**src/rtl/modem_pkg.sv**
```systemverilog
// Shared types and constants for the modulator-side packet scheduler.
// Holds the scheduler state encoding, default preamble and parameter sanity checks.
package modem_pkg;

  typedef enum logic [2:0] {
    S_IDLE,
    S_PRE,
    S_DATA,
    S_PAD,
    S_GAP
  } sched_state_t;

  localparam int DEF_PRE_LEN = 6;
  localparam logic [DEF_PRE_LEN-1:0] DEF_PREAMBLE = 6'b110011;

  // The modulator needs at least this many valid-low slow cycles between packets
  localparam int MIN_GAP = 3;

  function automatic bit gap_ok(input int gap);
    return gap >= MIN_GAP;
  endfunction

  function automatic bit pre_len_ok(input int pre_len);
    return (pre_len >= 2) && ((pre_len % 2) == 0);
  endfunction

endpackage

```
**src/rtl/rr_arbiter2.sv**
```systemverilog
// Two-way round-robin arbiter: the pointer names the preferred source on a tie
// and moves to the other source whenever a grant is actually taken.
module rr_arbiter2 (
  input  logic       clk,
  input  logic       rst,
  input  logic [1:0] req,
  input  logic       update,
  output logic [1:0] gnt,
  output logic       win
);

  logic ptr;

  always_comb begin
    win = ptr;
    if (req == 2'b01) begin
      win = 1'b0;
    end else if (req == 2'b10) begin
      win = 1'b1;
    end
    gnt = 2'b00;
    if (req != 2'b00) begin
      gnt = win ? 2'b10 : 2'b01;
    end
  end

  always_ff @(posedge clk) begin
    if (rst) begin
      ptr <= 1'b0;
    end else if (update && (req != 2'b00)) begin
      ptr <= ~win;
    end
  end

endmodule

```
**src/rtl/modulator_scheduler.sv**
```systemverilog
// Packet scheduler feeding the modulator: round-robin between two bit sources,
// preamble insertion, odd-length padding and a guaranteed inter-packet gap.
module modulator_scheduler
  import modem_pkg::*;
#(
  parameter int                 LEN_W    = 8,
  parameter int                 PRE_LEN  = DEF_PRE_LEN,
  parameter logic [PRE_LEN-1:0] PREAMBLE = DEF_PREAMBLE,
  parameter int                 GAP      = 3
) (
  input  logic             clk,
  input  logic             rst,
  input  logic [1:0]       req,
  input  logic [LEN_W-1:0] len0,
  input  logic [LEN_W-1:0] len1,
  input  logic             bit0,
  input  logic             bit1,
  output logic [1:0]       grant,
  output logic [1:0]       bit_rd,
  output logic             valid,
  output logic             bit_out,
  output logic             busy,
  output logic             cur_src
);

  localparam int PRE_CNT_W = $clog2(PRE_LEN + 1);
  localparam int GAP_CNT_W = $clog2(GAP + 1);
  localparam logic [PRE_CNT_W-1:0] PRE_LAST = PRE_CNT_W'(PRE_LEN);
  localparam logic [GAP_CNT_W-1:0] GAP_LAST = GAP_CNT_W'(GAP);

  if (!gap_ok(GAP)) begin : g_gap_check
    $error("modulator_scheduler: GAP must be at least %0d", MIN_GAP);
  end
  if (!pre_len_ok(PRE_LEN)) begin : g_pre_check
    $error("modulator_scheduler: PRE_LEN must be even and at least 2");
  end

  sched_state_t         state;
  logic [LEN_W-1:0]     len_cnt;
  logic                 odd_len;
  logic [PRE_LEN-1:0]   pre_sr;
  logic [PRE_CNT_W-1:0] pre_cnt;
  logic [GAP_CNT_W-1:0] gap_cnt;

  logic                 arb_en;
  logic                 take;
  logic [1:0]           arb_gnt;
  logic                 arb_win;
  logic [LEN_W-1:0]     win_len;
  logic                 sel_bit;
  logic                 rd_any;

  assign arb_en  = (state == S_IDLE) || ((state == S_GAP) && (gap_cnt == GAP_LAST));
  assign take    = arb_en && (req != 2'b00);
  assign win_len = arb_win ? len1 : len0;
  assign sel_bit = cur_src ? bit1 : bit0;

  // A read is issued one cycle ahead of display, so the final payload bit needs no read
  assign rd_any  = ((state == S_PRE) && (pre_cnt == PRE_LAST)) ||
                   ((state == S_DATA) && (len_cnt != '0));
  assign bit_rd  = {rd_any & cur_src, rd_any & ~cur_src};

  rr_arbiter2 u_arb (
    .clk    (clk),
    .rst    (rst),
    .req    (req),
    .update (take),
    .gnt    (arb_gnt),
    .win    (arb_win)
  );

  always_ff @(posedge clk) begin
    if (rst) begin
      state   <= S_IDLE;
      valid   <= 1'b0;
      bit_out <= 1'b0;
      grant   <= 2'b00;
      busy    <= 1'b0;
      cur_src <= 1'b0;
      len_cnt <= '0;
      odd_len <= 1'b0;
      pre_sr  <= '0;
      pre_cnt <= '0;
      gap_cnt <= '0;
    end else begin
      grant <= 2'b00;
      case (state)
        S_PRE: begin
          if (pre_cnt == PRE_LAST) begin
            bit_out <= sel_bit;
            len_cnt <= len_cnt - 1'b1;
            state   <= S_DATA;
          end else begin
            bit_out <= pre_sr[PRE_LEN-1];
            pre_sr  <= pre_sr << 1;
            pre_cnt <= pre_cnt + 1'b1;
          end
        end
        S_DATA: begin
          if (len_cnt != '0) begin
            bit_out <= sel_bit;
            len_cnt <= len_cnt - 1'b1;
          end else if (odd_len) begin
            bit_out <= 1'b0;
            state   <= S_PAD;
          end else begin
            valid   <= 1'b0;
            bit_out <= 1'b0;
            gap_cnt <= GAP_CNT_W'(1);
            state   <= S_GAP;
          end
        end
        S_PAD: begin
          valid   <= 1'b0;
          bit_out <= 1'b0;
          gap_cnt <= GAP_CNT_W'(1);
          state   <= S_GAP;
        end
        S_GAP: begin
          if (gap_cnt != GAP_LAST) begin
            gap_cnt <= gap_cnt + 1'b1;
          end else if (!take) begin
            state <= S_IDLE;
            busy  <= 1'b0;
          end
        end
        default: begin
        end
      endcase

      // A zero-length winner is acknowledged but never reaches the modulator
      if (take) begin
        grant   <= arb_gnt;
        cur_src <= arb_win;
        len_cnt <= win_len;
        odd_len <= win_len[0];
        pre_sr  <= PREAMBLE << 1;
        pre_cnt <= PRE_CNT_W'(1);
        if (win_len != '0) begin
          state   <= S_PRE;
          valid   <= 1'b1;
          bit_out <= PREAMBLE[PRE_LEN-1];
          busy    <= 1'b1;
        end else begin
          state   <= S_IDLE;
          valid   <= 1'b0;
          bit_out <= 1'b0;
          busy    <= 1'b0;
        end
      end
    end
  end

endmodule
```
**config.mk**
```make
export PLATFORM = sky130hd
export DESIGN_NAME = modulator_scheduler
export DESIGN_NICKNAME = d
export VERILOG_FILES = /design/src/rtl/modem_pkg.sv /design/src/rtl/rr_arbiter2.sv /design/src/rtl/modulator_scheduler.sv
export SDC_FILE = /design/constraint.sdc
export NUM_CORES = 1
export LEC_CHECK = 0
export CORE_MARGIN = 1.5
export CORE_UTILIZATION = 51
export DETAILED_ROUTE_END_ITERATION = 8
export HOLD_SLACK_MARGIN = 0.08
export MAX_ROUTING_LAYER = met4
export PLACE_DENSITY = 0.75
export RECOVER_POWER = 100
export SYNTH_ARGS = -nofsm -noshare
export SYNTH_HDL_FRONTEND = slang
export SYNTH_SLANG_ARGS = --single-unit
```
**constraint.sdc**
```tcl
create_clock -name clk -period 2.7 [get_ports clk]
set_clock_uncertainty 0.2 [all_clocks]
set_input_delay 0.81 -clock clk [delete_from_list [all_inputs] [get_ports clk]]
set_output_delay 0.81 -clock clk [all_outputs]
set_load 0.03 [all_outputs]
```
==> impl_results.md <==
* GRT Overall Usage at 0.271
* Commonest cells in the netlist: dfxtp_1, nor2_1, a21oi_1
* Final worst path period need at 2.72 ns
* RR Endpoint: len_cnt[3]
* Synthesized area per cell at 8.30 um2
* Yosys warnings at 0
* Reg2Reg Depth at 9
* Crit path capture: bit_rd[1]
* Utilization after layout at 0.711
* Largest net degree at the start of global routing at 13
* Total die area at 3520 um2
* Syn_nets at between 200 and 250
* CP Max Fanout at 3
* Synth area leaders: dfxtp_1, mux2_2, a21oi_1
* Starting Density at 0.535
* Clk buf depth at 2
* Core area at 3030 um2
* Met3 Routed Length at about 230 um
* Post-synth EDFFs at 0
* Setup crit end kind: output port
* Root Driver: clkbuf_4
* Drt via density at between 5 and 6
* Ant diodes at 0
* Number of clock sinks at 29
* DRC Markers at 0
* M1 WL at 1870 um
* Final setup viols at 1
* FF-to-FF Start: len_cnt[0]
* DR WL met2 at 2020 um
* First-pass GRT wire length at just under 7000 um
* CP startpoint kind: register
* Slowest CP cell: dfxtp_2
* IO Count at 30
* Leak at just over 0.8 nW
* Post-synthesis sequential area ratio at 0.359
* Synth Register Bits at 29
* Final worst setup slack at -0.0204 ns
* Syn Inst Count at 195
* CTS Hold Bufs at 0
* FP Rows at 20
* Worst-Margin Slew at 0.408 ns
* Clk_lat worst skew at approximately 0.33 ns
* Fin crit share at 1.01
* Initial antenna violation count at 0
* DP Cell Count at 274
* Sum Neg Setup Slack at -0.0204 ns
* DP Wirelength at about 3200 um
* DRT iter0 DRCs at between 50 and 60
* Mapped Area at 1620 um2
* Max_slew headroom at 0.725
* Routed WL at 4210 um
* H-Tree Level Count at 2
* Delay of the slowest critical-path stage at ~0.35 ns
* Share of the synthesized area in the top cell type at 0.359
* IO buf count at 29
* Clock transition at path regs at about 0.090 ns
* Synth Flop Type: dfxtp_1
* Remaining global-route overflow at 0
* PwrDens at 1070 nW/um2
* Nets at 267
* GPL Wtd Cong at ~0.9
* Vias at between 1.5k and 2k
* Crit Path Category: reg -> out
* Crit path DAT at about 1.7 ns
* FMAX at between 0.3 and 0.4 GHz
* RSZ-0062 raised after global routing: true
* Critical path origin: len_cnt[0]
* Die height at 59.3 um
* Non-filler cells in the finished layout at 284
* Top-count cell post-synth: dfxtp_1
* Hold Path Class: reg -> reg
* CTS Buf Count at 5
* Top Layer Used: met4
* Cells along the critical path: inv_2, ha_4, nor3b_4, a211oi_2, a21oi_2, nor2b_1, buf_4
* FF-to-FF setup slack at about 0.42 ns
* Layout cells sized above 1 at 0.217
* CTS tree: yes
* Max-Cap Viols at 0
* Vias in the first global route at 1,484
* Synth async-reset ratio at 0
* DR WL/cell at 14.8 um
* Drt pass-1 iters at 4
* WP data required at 1.69 ns
* Peak VDD IR at 525 uV
* Antenna Nets Post-Route at 0
* Area leader, netlist: dfxtp_1
* Final hold viol count at 0
* Yosys cell types at 44
* Slew Viols, Final at 0
* Die W at just under 60 um
* Area Overhead vs Synth at 32.9%
* Outcome: finished, violations left
* Failing checks: setup timing
==> through the flow <==
| step | cell area (um2) | setup slack [ns] | total power, mW | hold slack (ns) |
|---|---|---|---|---|
| after global placement | 2040 | -0.123 | 1.91 | 0.238 |
| after floorplan | 1620 | 0.0100 | 1.52 | 0.232 |
| after CTS | 2120 | 0.00646 | 2.25 | 0.257 |
| after detailed placement | 2040 | -0.184 | 1.95 | 0.245 |
| final | 2150 | -0.0204 | 2.31 | 0.257 |
| after global routing | 2150 | -0.138 | 2.49 | 0.287 |
==> routing by layer <==
layer | vias up | GRT usage
li1 | 807 | -
met1 | 735 | 0.338
met2 | 42 | 0.424
met3 | 9 | 0.0590
met4 | 0 | 0.110
met5 | - | -
==> worst min path at each step <==
stage | startpoint | end | slack, ns | cells past startpoint
CTS | pre_sr[3] | pre_sr[4] | 0.26 | 2
global route | pre_sr[3] | pre_sr[4] | 0.29 | 2
floorplan | pre_sr[2] | pre_sr[3] | 0.23 | 2
detailed placement | pre_sr[3] | pre_sr[4] | 0.24 | 2
finish | pre_sr[3] | pre_sr[4] | 0.26 | 2
global placement | pre_sr[3] | pre_sr[4] | 0.24 | 2
==> cell type report <==
cell class,count,area [um2]
clock buffers,7,55.1
fillers,245,876
repair buffers,49,435
flip-flops and latches,29,584
multi-input cells,147,992
inverters,8,30.0
well taps,44,55.1
==> cell families after synthesis <==
group	after synthesis	synth area share
adder cells (fa/ha/maj)	6	0.0448
buffers and inverters	19	0.0487
AO/OA/AOI/OAI	55	0.213
AND/OR/NAND/NOR	72	0.242
multiplexers	13	0.0873
flip-flops	29	0.359
XOR/XNOR	1	0.00541
==> layout by cell type (no fill, tap or decap), drive strengths merged, types with 3 or more instances in the layout <==
cell and instances:
nor2 22, o22ai 3, and2 3, nor3b 3, a211oi 5, clkdlybuf4s50 27, dfxtp 29, nor4 6
o311ai 5, a31oi 4, a21oi 17, mux2 9, ha 5, o21ai 15, buf 22, nand2 12
inv 7, clkbuf 7, nor3 4, or4 4, mux2i 4, nand3b 3, nand2b 3
==> registers in the layout, indices dropped and copies added (netlist names) <==
register	cells
busy	1
bit_out	1
len_cnt	8
cur_src	1
valid	1
pre_sr	5
gap_cnt	2
u_arb.ptr	1
pre_cnt	3
grant	2
odd_len	1
state	3
==> worst max-delay path, delay by kind of cell (launching register included) <==
| family | cells | cell delay (ns) |
|---|---|---|
| buffers and inverters | 2 | 0.22 |
| DFF | 1 | 0.35 |
| and+or+nand+nor | 2 | 0.26 |
| adders and majority gates | 1 | 0.16 |
| AOI/OAI and AO/OA | 2 | 0.38 |
==> report_power, final <==
group          leakage, nW  internal, mW  switching, mW
registers            0.240         0.580          0.141
clock network       0.0314         0.123          0.148
logic                0.548         0.634          0.685
total                0.820          1.34          0.974
==> timing repair <==
| item | CTS | global route |
|---|---|---|
| gates cloned | 0 | 0 |
| gates resized for setup | 8 | 3 |
| endpoints found under the setup margin | 2 | 2 |
| buffers inserted | 1 | 2 |
| pin swaps | 1 | 2 |
| endpoints found under the hold margin | 0 | 0 |
Note: power is estimated with default switching activity, not from simulation.
